--- src/rtl/uart_tx_arbiter_if.sv ---
// Requester-side and uart_tx-side signals of the byte arbiter.
// The arbiter uses the slave modport; the surrounding system drives through master.
interface uart_tx_arbiter_if;
   logic [3:0]  req;
   logic [31:0] req_data;
   logic [3:0]  req_last;
   logic [3:0]  ack;
   logic [3:0]  grant;
   logic        tx_start;
   logic [7:0]  tx_data;
   logic        tx_busy;
   logic        arb_busy;
   logic        lock_timeout;

   modport slave (
      input  req, req_data, req_last, tx_busy,
      output ack, grant, tx_start, tx_data, arb_busy, lock_timeout
   );

   modport master (
      output req, req_data, req_last, tx_busy,
      input  ack, grant, tx_start, tx_data, arb_busy, lock_timeout
   );
endinterface

--- src/rtl/uart_tx_arbiter.sv ---
// Round-robin arbiter that feeds one uart_tx from four byte requesters.
// A message (bytes up to req_last) keeps ownership until it ends or the lock idles out.
module uart_tx_arbiter #(
   parameter int N_REQ        = 4,
   parameter int LOCK_TIMEOUT = 1024
) (
   input  logic              clk,
   input  logic              rst,
   uart_tx_arbiter_if.slave  bus
);
   localparam int TW = $clog2(LOCK_TIMEOUT) + 1;

   typedef enum logic [1:0] {IDLE, LAUNCH, SEND, HOLD} state_t;

   state_t        state_q, state_d;
   logic [3:0]    grant_q, grant_d;
   logic [7:0]    tx_data_q, tx_data_d;
   logic          lock_q, lock_d;
   logic          started_q, started_d;
   logic [TW-1:0] timer_q, timer_d;
   logic [1:0]    rr_ptr_q, rr_ptr_d;
   logic [1:0]    owner_q, owner_d;
   logic [3:0]    ack_d;
   logic          tx_start_d;
   logic          lock_timeout_d;
   logic [1:0]    winner;
   logic [7:0]    req_byte [N_REQ];

   for (genvar gi = 0; gi < N_REQ; gi++) begin : g_byte
      assign req_byte[gi] = bus.req_data[8*gi +: 8];
   end

   // Scan downward so the closest requester after rr_ptr is the last to win.
   always_comb begin
      winner = rr_ptr_q;
      for (int k = N_REQ; k >= 1; k--) begin
         if (bus.req[2'(rr_ptr_q + 2'(k))]) winner = 2'(rr_ptr_q + 2'(k));
      end
   end

   always_comb begin
      state_d        = state_q;
      grant_d        = grant_q;
      tx_data_d      = tx_data_q;
      lock_d         = lock_q;
      started_d      = started_q;
      timer_d        = timer_q;
      rr_ptr_d       = rr_ptr_q;
      owner_d        = owner_q;
      ack_d          = 4'b0000;
      tx_start_d     = 1'b0;
      lock_timeout_d = 1'b0;
      case (state_q)
         IDLE: begin
            if (bus.req != 4'b0000) begin
               grant_d   = 4'b0001 << winner;
               ack_d     = 4'b0001 << winner;
               owner_d   = winner;
               tx_data_d = req_byte[winner];
               lock_d    = ~bus.req_last[winner];
               started_d = 1'b0;
               state_d   = LAUNCH;
            end
         end
         LAUNCH: begin
            // started_q keeps a busy-on-entry uart from being mistaken for our own launch.
            if (!started_q && !bus.tx_busy) begin
               tx_start_d = 1'b1;
               started_d  = 1'b1;
            end else if (started_q && bus.tx_busy) begin
               state_d = SEND;
            end
         end
         SEND: begin
            if (!bus.tx_busy) begin
               if (lock_q) begin
                  timer_d = '0;
                  state_d = HOLD;
               end else begin
                  grant_d  = 4'b0000;
                  rr_ptr_d = owner_q;
                  state_d  = IDLE;
               end
            end
         end
         HOLD: begin
            if (bus.req[owner_q]) begin
               ack_d     = 4'b0001 << owner_q;
               tx_data_d = req_byte[owner_q];
               lock_d    = ~bus.req_last[owner_q];
               timer_d   = '0;
               started_d = 1'b0;
               state_d   = LAUNCH;
            end else if (timer_q == TW'(LOCK_TIMEOUT - 1)) begin
               grant_d        = 4'b0000;
               rr_ptr_d       = owner_q;
               lock_d         = 1'b0;
               timer_d        = '0;
               lock_timeout_d = 1'b1;
               state_d        = IDLE;
            end else begin
               timer_d = timer_q + 1'b1;
            end
         end
         default: state_d = IDLE;
      endcase
   end

   always_ff @(posedge clk) begin
      if (rst) begin
         state_q   <= IDLE;
         grant_q   <= 4'b0000;
         tx_data_q <= 8'h00;
         lock_q    <= 1'b0;
         started_q <= 1'b0;
         timer_q   <= '0;
         rr_ptr_q  <= 2'd3;
         owner_q   <= 2'd0;
      end else begin
         state_q   <= state_d;
         grant_q   <= grant_d;
         tx_data_q <= tx_data_d;
         lock_q    <= lock_d;
         started_q <= started_d;
         timer_q   <= timer_d;
         rr_ptr_q  <= rr_ptr_d;
         owner_q   <= owner_d;
      end
   end

   assign bus.ack          = rst ? 4'b0000 : ack_d;
   assign bus.tx_start     = tx_start_d & ~rst;
   assign bus.lock_timeout = lock_timeout_d & ~rst;
   assign bus.grant        = grant_q;
   assign bus.tx_data      = tx_data_q;
   assign bus.arb_busy     = (state_q != IDLE);
endmodule

--- src/flat_wrapper.sv ---
// flat-port wrapper written by rule: the top's interface ports become plain ports
module uart_tx_arbiter_flat 
#(
   parameter int N_REQ        = 4,
   parameter int LOCK_TIMEOUT = 1024
)
  (clk, rst, bus_req, bus_req_data, bus_req_last, bus_tx_busy, bus_ack, bus_grant, bus_tx_start, bus_tx_data, bus_arb_busy, bus_lock_timeout);
  uart_tx_arbiter_if bus_i ();
  input  logic clk;
  input  logic rst;
  input wire logic [$bits(bus_i.req)-1:0] bus_req;
  input wire logic [$bits(bus_i.req_data)-1:0] bus_req_data;
  input wire logic [$bits(bus_i.req_last)-1:0] bus_req_last;
  input wire logic [$bits(bus_i.tx_busy)-1:0] bus_tx_busy;
  output wire logic [$bits(bus_i.ack)-1:0] bus_ack;
  output wire logic [$bits(bus_i.grant)-1:0] bus_grant;
  output wire logic [$bits(bus_i.tx_start)-1:0] bus_tx_start;
  output wire logic [$bits(bus_i.tx_data)-1:0] bus_tx_data;
  output wire logic [$bits(bus_i.arb_busy)-1:0] bus_arb_busy;
  output wire logic [$bits(bus_i.lock_timeout)-1:0] bus_lock_timeout;
  assign bus_i.req = bus_req;
  assign bus_i.req_data = bus_req_data;
  assign bus_i.req_last = bus_req_last;
  assign bus_i.tx_busy = bus_tx_busy;
  assign bus_ack = bus_i.ack;
  assign bus_grant = bus_i.grant;
  assign bus_tx_start = bus_i.tx_start;
  assign bus_tx_data = bus_i.tx_data;
  assign bus_arb_busy = bus_i.arb_busy;
  assign bus_lock_timeout = bus_i.lock_timeout;
  uart_tx_arbiter #(.N_REQ(N_REQ), .LOCK_TIMEOUT(LOCK_TIMEOUT)) u_core (.clk(clk), .rst(rst), .bus(bus_i));
endmodule
--- config.mk ---
export PLATFORM = sky130hd
export DESIGN_NAME = uart_tx_arbiter_flat
export DESIGN_NICKNAME = d
export VERILOG_FILES = /design/src/rtl/uart_tx_arbiter_if.sv /design/src/rtl/uart_tx_arbiter.sv /design/src/flat_wrapper.sv
export SDC_FILE = /design/constraint.sdc
export NUM_CORES = 1
export LEC_CHECK = 0
export ABC_AREA = 1
export BUFFER_PORTS_ARGS = -buffer_cell sky130_fd_sc_hd__clkbuf_2
export CAP_MARGIN = 20
export CORE_MARGIN = 4
export CORE_UTILIZATION = 58
export CTS_CLUSTER_SIZE = 20
export DETAILED_ROUTE_END_ITERATION = 8
export PLACE_DENSITY = 0.92
export SETUP_SLACK_MARGIN = 0.5
export SLEW_MARGIN = 20
export SYNTH_ARGS = -nofsm -noshare
export SYNTH_HDL_FRONTEND = slang
export SYNTH_SLANG_ARGS = --single-unit
--- constraint.sdc ---
create_clock -name clk -period 4.15 [get_ports clk]
set_clock_uncertainty 0.2 [all_clocks]
set_input_delay 0.415 -clock clk [delete_from_list [all_inputs] [get_ports clk]]
set_output_delay 0.415 -clock clk [all_outputs]
set_load 0.005 [all_outputs]
==> flow_metrics.py, run 1 <==
metrics = {
    "drt": {
        "first_iter_violations": 233,
        "post_drt_via_cell_ratio": 5.64,
        "drt-total-wl_microns": 7040,
        "wl_met3_microns": 736,
        "wl_met1_microns": 2750,
        "dr.pass1.iters": 5,
        "dr_wl_met2_microns": 3310,
        "post-route-drc-count": 0,
        "vias": 2861,
        "highest_layer": "met4",
        "wl_per_cell_microns": 13.9,
        "drtAntennaViolNets": 0,
    },
    "critical_path": {
        "max_stage_delay_ns": 0.60,
        "r2r_cells": 12,
        "crit_path_max_fanout": 13,
        "crit_chain": "inv_6, nand2_1, nand2_1, nand2_1, nand2_1, inv_2, nand2_2, nand2_4, nand2_4, inv_2, nand2_1, nor2_1, a21oi_1, nor2_1, clkbuf_2",
        "crit_required_ns": 3.53,
        "worst_path_max_delay_cell": "dfxtp_1",
        "critPathArrivalTime_ns": 2.38,
        "crit_path_end_kind": "output pin",
        "worstSetupStartpointType": "flop",
        "reg2reg_from": "u_core.state_q[0]",
        "r2r_end": "u_core.timer_q[9]",
        "reg2reg_slack_ns": 1.63,
        "critPathKind": "flop to output pin",
        "cpMostUsedCell": "nand2_1",
        "crit_start": "u_core.rr_ptr_q[0]",
    },
    "power": {
        "ir_drop_uv": 425,
        "p_comb_share_pct": 67.0,
        "p_clk_share_pct": 13.4,
        "finalPower_mw": 2.33,
        "seq_power_share_pct": 19.7,
        "p_int_mw": 1.08,
        "leakage_nw": 1.46,
        "power_switching_mw": 1.25,
        "cellPowerDensity_nw_per_um2": 817,
        "p_sw_share_pct": 53.7,
    },
    "logic_synthesis": {
        "avgSynthCellArea_sq_um": 6.09,
        "ys_seq_area_share_pct": 25.7,
        "async_reset_ff_share_pct": 0,
        "syn_nets": 444,
        "synth_edf_count": 0,
        "ys_types": 41,
        "syn-cell-area_sq_um": 2410,
        "synth_top_cell_area_share_pct": 25.7,
        "syn_inst": 396,
        "synthMostInstantiatedCell": "nand2_1",
        "synth_ff_type": "dfxtp_1",
        "netlist.top_cell.by_area": "dfxtp_1",
        "yosys_warnings": 0,
        "synth_commonest_cells": "nand2_1 (103), nor2_1 (59), inv_1 (49)",
        "synth_area_leaders": "dfxtp_1 (26%), nand2_1 (16%), nor2_1 (9.2%)",
        "synth.ff_latch_count": 31,
    },
    "clock_network": {
        "cts-resized-gates": 0,
        "cts_setup_buffers": 0,
        "clkTransAtPathRegs_ns": 0.07,
        "clock_path_buffers": 2,
        "cts_tree": "built",
        "h-tree-depth": 2,
        "holdBufCountCts": 0,
        "clkLatencyLatePin_ns": 0.29,
        "cts_buffers": 5,
        "cts_root_buf": "clkbuf_8",
        "cts.sinks": 31,
    },
    "cells_and_area": {
        "synthToLayoutAreaGrowth_pct": 18.1,
        "diodes": 0,
        "final_core_util_pct": 71.2,
        "seq_area_sq_um": 621,
        "drive_gt1_share_pct": 22.3,
        "final_nets": 504,
        "multi_input_area_sq_um": 1510,
        "nFillCells": 354,
    },
    "timing": {
        "rsz0062_at_grt": "no",
        "drv_slew": 0,
        "fin_ws_ns": 1.15,
        "relSlewSlack_pct": 61.6,
        "hold_viol": 0,
        "fmax_mhz": 334,
        "fin_setup_tns_ns": 0,
        "period_minus_slack_ns": 3.00,
        "period_share_pct": 72.2,
        "worst_slew_pin_slew_ns": 0.576,
        "setup_violations": 0,
    },
    "die": {
        "fp.dieH_microns": 72.5,
        "core_sq_um": 4000,
        "dieArea_sq_um": 5250,
        "io_pins": 62,
        "num_rows": 23,
        "die_w_microns": 72.5,
        "initial_core_util_pct": 60.3,
    },
    "grt": {
        "track_usage_pct": 27.2,
        "grt_pass1_wl_microns": 11500,
        "grt_max_degree": 20,
        "antenna_found_initial": 0,
        "grt_pass1_vias": 2664,
        "grt_overflow": 0,
    },
    "flow_run": {
        "maxCapViolCount": 0,
    },
    "hold_path": {
        "hold_path.class": "flop to flop",
        "min_to": "u_core.bus.tx_data[3]",
        "hold_depth": 2,
        "hold_start": "u_core.bus.tx_data[3]",
    },
    "placement": {
        "dpl.hpwl_microns": 5190,
        "portBuffers": 61,
        "place_congestion": 0.924,
        "pre_cts_slack_ns": 1.50,
    },
    "run_status": {
        "status": "finished, final reports clean",
    },
}
-- critical path: cells and delay by family, from the launching register on --
family | cells | cell delay, ns
flops | 1 | 0.60
simple gates | 10 | 0.98
buf+inv | 4 | 0.44
compound gates | 1 | 0.06
-- state kept, by name (all words and copies together), names as in the netlist --
signal	flops
u_core.bus.grant	4
u_core.bus.tx_data	8
u_core.lock_q	1
u_core.owner_q	2
u_core.rr_ptr_q	2
u_core.started_q	1
u_core.state_q	2
u_core.timer_q	11
-- placed cells by master (no fill, tap or decap), types with 6 or more instances in the layout --
cell         n
nand2_1    103
clkbuf_2    61
nor2_1      59
inv_1       49
nand3_1     33
dfxtp_1     31
a21oi_1     25
o21ai_0     13
inv_2        8
nor2_2       8
a2111oi_0    7
nand3b_1     6
clkbuf_8     6
-- kinds of logic after synthesis --
logic type,synth area share [%]
AO/OA/AOI/OAI,15.7
XOR/XNOR,1.82
adder cells (fa/ha/maj),2.59
buffers and inverters,11.5
flip-flops,25.7
AND/OR/NAND/NOR,42.7
-- worst max-delay path by stage --
stage / depth (start not counted) / end / slack [ns]
after CTS: 13 / bus_ack[2] / 1.18
after floorplan: 14 / bus_ack[2] / 2.04
after detailed placement: 13 / bus_ack[2] / 1.50
after global placement: 13 / bus_ack[2] / 1.55
final: 15 / bus_ack[1] / 1.15
after global routing: 15 / bus_ack[1] / 0.94
-- power groups by stage --
| stage | combinational, mW | sequential, mW | clock, mW |
|---|---|---|---|
| after floorplan | 1.21 | 0.437 | 0 |
| after global placement | 1.48 | 0.454 | 0 |
| after detailed placement | 1.51 | 0.457 | 0 |
| after CTS | 1.53 | 0.454 | 0.313 |
| after global routing | 1.73 | 0.466 | 0.326 |
| final | 1.56 | 0.457 | 0.311 |
-- routing by layer --
layer / GRT usage (%) / up-vias
li1: - / 1393
met1: 32.6 / 1273
met2: 45.9 / 169
met3: 5.40 / 26
met4: 14.3 / 0
met5: 0 / -
-- metrics by stage --
| step | cells | area (sq um) | hold slack, ns |
|---|---|---|---|
| after floorplan | 396 | 2410 | 0.235 |
| after CTS | 507 | 2850 | 0.266 |
| after global placement | 499 | 2730 | 0.246 |
| after global routing | 507 | 2850 | 0.291 |
| after detailed placement | 499 | 2730 | 0.256 |
| final | 507 | 2850 | 0.266 |
-- final cells by class --
| type | instances | area share [%] |
|---|---|---|
| Timing Repair Buffer | 61 | 10.7 |
| Sequential cell | 31 | 21.8 |
| Clock buffer | 6 | 2.90 |
| Multi-Input combinational cell | 298 | 53.2 |
| Inverter | 59 | 7.96 |
| Clock inverter | 2 | 1.23 |
| Tap cell | 50 | 2.20 |
(Power assumes the default switching activity.)
==> run 2, diff against run 1 <==
--- a/config.mk
+++ b/config.mk
@@ -9,10 +9,10 @@
 export BUFFER_PORTS_ARGS = -buffer_cell sky130_fd_sc_hd__clkbuf_2
 export CAP_MARGIN = 20
 export CORE_MARGIN = 4
-export CORE_UTILIZATION = 58
+export CORE_UTILIZATION = 54
 export CTS_CLUSTER_SIZE = 20
 export DETAILED_ROUTE_END_ITERATION = 8
-export PLACE_DENSITY = 0.92
+export PLACE_DENSITY = 0.87
 export SETUP_SLACK_MARGIN = 0.5
 export SLEW_MARGIN = 20
 export SYNTH_ARGS = -nofsm -noshare
==> constraint.sdc (replaced) <==
create_clock -name clk -period 3.1 [get_ports clk]
set_clock_uncertainty 0.2 [all_clocks]
set_input_delay 0.31 -clock clk [delete_from_list [all_inputs] [get_ports clk]]
set_output_delay 0.31 -clock clk [all_outputs]
set_load 0.005 [all_outputs]
==> flow_metrics.py, run 2 (same netlist as run 1, synthesis figures left out) <==
metrics = {
    "run_status": {
        "status": "finished, final reports clean",
    },
    "clock_network": {
        "cts_tree": "built",
        "cts_root_buf": "clkbuf_8",
        "clkLatencyLatePin_ns": 0.28,
        "cts_buffers": 5,
        "cts.sinks": 31,
        "clock_path_buffers": 2,
        "h-tree-depth": 2,
        "clkTransAtPathRegs_ns": 0.07,
        "holdBufCountCts": 0,
    },
    "critical_path": {
        "crit_path_end_kind": "output pin",
        "path_depth": 15,
        "max_stage_delay_ns": 0.41,
        "reg2reg_slack_ns": 0.79,
        "r2r_cells": 12,
        "reg2reg_from": "u_core.state_q[0]",
        "crit_chain": "inv_6, nand2_1, nand2_1, nand2_1, nand2_1, inv_2, nand2_2, nand2_4, nand2_8, inv_4, nand2_1, nor2_1, a21oi_1, nor2_1, clkbuf_2",
        "r2r_end": "u_core.timer_q[9]",
        "crit_path_max_fanout": 9,
        "crit_family": "simple AND/OR/NAND/NOR gates",
        "cpMostUsedCell": "nand2_1",
        "worst_path_max_delay_cell": "dfxtp_4",
        "crit_path_end": "bus_ack[1]",
        "crit_required_ns": 2.59,
        "path_buf_inv": 4,
        "crit_start": "u_core.rr_ptr_q[0]",
        "critPathArrivalTime_ns": 1.98,
        "worstSetupStartpointType": "flop",
        "critPathKind": "flop to output pin",
    },
    "power": {
        "seq_power_share_pct": 18.4,
        "cellPowerDensity_nw_per_um2": 1130,
        "p_clk_share_pct": 10.7,
        "p_comb_share_pct": 70.9,
        "p_int_mw": 1.57,
        "p_sw_share_pct": 52.4,
        "ir_drop_uv": 617,
        "power_switching_mw": 1.73,
        "leakage_nw": 1.49,
    },
    "drt": {
        "drt-total-wl_microns": 6880,
        "dr.pass1.iters": 5,
        "vias": 2807,
        "post-route-drc-count": 0,
        "first_iter_violations": 250,
        "drtAntennaViolNets": 0,
        "post_drt_via_cell_ratio": 5.42,
        "wl_per_cell_microns": 13.3,
    },
    "flow_run": {
        "maxCapViolCount": 0,
    },
    "timing": {
        "fin_ws_ns": 0.610,
        "fin_setup_tns_ns": 0,
        "worst_slew_pin_slew_ns": 0.540,
        "hold_viol": 0,
        "setup_violations": 0,
        "period_minus_slack_ns": 2.49,
        "rsz0062_at_grt": "no",
        "fmax_mhz": 402,
        "period_share_pct": 80.3,
        "drv_slew": 0,
        "relSlewSlack_pct": 63.7,
    },
    "die": {
        "num_rows": 24,
        "core_sq_um": 4320,
        "initial_core_util_pct": 55.8,
        "die_w_microns": 74.8,
        "fp.dieH_microns": 74.8,
        "io_pins": 62,
        "dieArea_sq_um": 5600,
    },
    "cells_and_area": {
        "diodes": 0,
        "final_common_cell": "nand2_1",
        "largest_reg_flops": 11,
        "largest-register": "u_core.timer_q",
        "layout_common_cells": "nand2_1 (103), clkbuf_2 (61), nor2_1 (59)",
        "drive_gt1_share_pct": 24.9,
        "final_nets": 513,
        "synthToLayoutAreaGrowth_pct": 21.5,
    },
    "grt": {
        "grt_max_degree": 20,
        "grt_pass1_vias": 2554,
        "grt_pass1_wl_microns": 10900,
        "grt_overflow": 0,
        "track_usage_pct": 24.7,
        "antenna_found_initial": 0,
    },
    "placement": {
        "dpl.hpwl_microns": 5250,
        "portBuffers": 61,
        "place_congestion": 0.944,
        "pre_cts_slack_ns": 0.680,
    },
    "hold_path": {
        "hold_path.class": "input pin to flop",
    },
}
-- run 2: layout make-up --
| class | instances | area, sq um |
|---|---|---|
| Clock buffer | 7 | 96.3 |
| Clock inverter | 1 | 7.51 |
| Fill cell | 397 | 1400 |
| Inverter | 59 | 235 |
| Multi-Input combinational cell | 298 | 1530 |
| Sequential cell | 31 | 626 |
| Tap cell | 52 | 65.1 |
| Timing Repair Buffer | 70 | 373 |
-- run 2: worst min path at each step --
| stage | start | end | slack [ns] | cells after the start |
|---|---|---|---|---|
| 2_1_floorplan | u_core.timer_q[10] | u_core.timer_q[10] | 0.24 | 2 |
| 3_3_place_gp | u_core.timer_q[10] | u_core.timer_q[10] | 0.25 | 2 |
| 3_5_place_dp | u_core.timer_q[10] | u_core.timer_q[10] | 0.25 | 2 |
| 4_1_cts | bus_req_data[4] | u_core.bus.tx_data[4] | 0.21 | 5 |
| 5_1_grt | bus_req_data[4] | u_core.bus.tx_data[4] | 0.25 | 5 |
| 6_report | bus_req_data[4] | u_core.bus.tx_data[4] | 0.21 | 5 |
-- run 2: worst reg2reg max path: cells and delay by family, from the launching register on --
family | cells | cell delay [ns]
fa+ha+maj | 1 | 0.36
compound gates | 1 | 0.15
buf+inv | 1 | 0.05
flops | 1 | 0.37
simple gates | 8 | 0.91
xor+xnor | 1 | 0.14
-- run 2: through the flow --
stage	hold slack, ns	instance area [sq um]	power (mW)	utilization [%]	std cells
finish	0.207	2930	3.31	67.7	518
global route	0.245	2930	3.61	67.7	518
detailed placement	0.250	2740	2.64	63.3	502
global placement	0.246	2740	2.58	63.3	502
CTS	0.206	2860	3.04	66.0	511
floorplan	0.235	2410	2.20	-	396
-- run 2: what timing repair did --
action	4_1_cts	5_1_grt
buffers inserted	1	7
pin swaps	0	1
resized for setup	2	7
endpoints found under the setup margin	4	4
-- run 2: power groups by stage --
stage / Clock (mW) / Sequential, mW / Combinational [mW]
2_1_floorplan: 0 / 0.586 / 1.62
6_report: 0.353 / 0.609 / 2.34
4_1_cts: 0.358 / 0.606 / 2.07
3_5_place_dp: 0 / 0.613 / 2.03
3_3_place_gp: 0 / 0.605 / 1.97
5_1_grt: 0.373 / 0.623 / 2.61
-- run 2: metal layers --
| metal | up-vias | track usage [%] | part of all wire [%] |
|---|---|---|---|
| li1 | 1411 | - | - |
| met1 | 1208 | 31.5 | 41 |
| met2 | 164 | 41.6 | 46 |
| met3 | 24 | 3.87 | 10 |
| met4 | 0 | 10.1 | 2.5 |
| met5 | - | 0 | 0 |
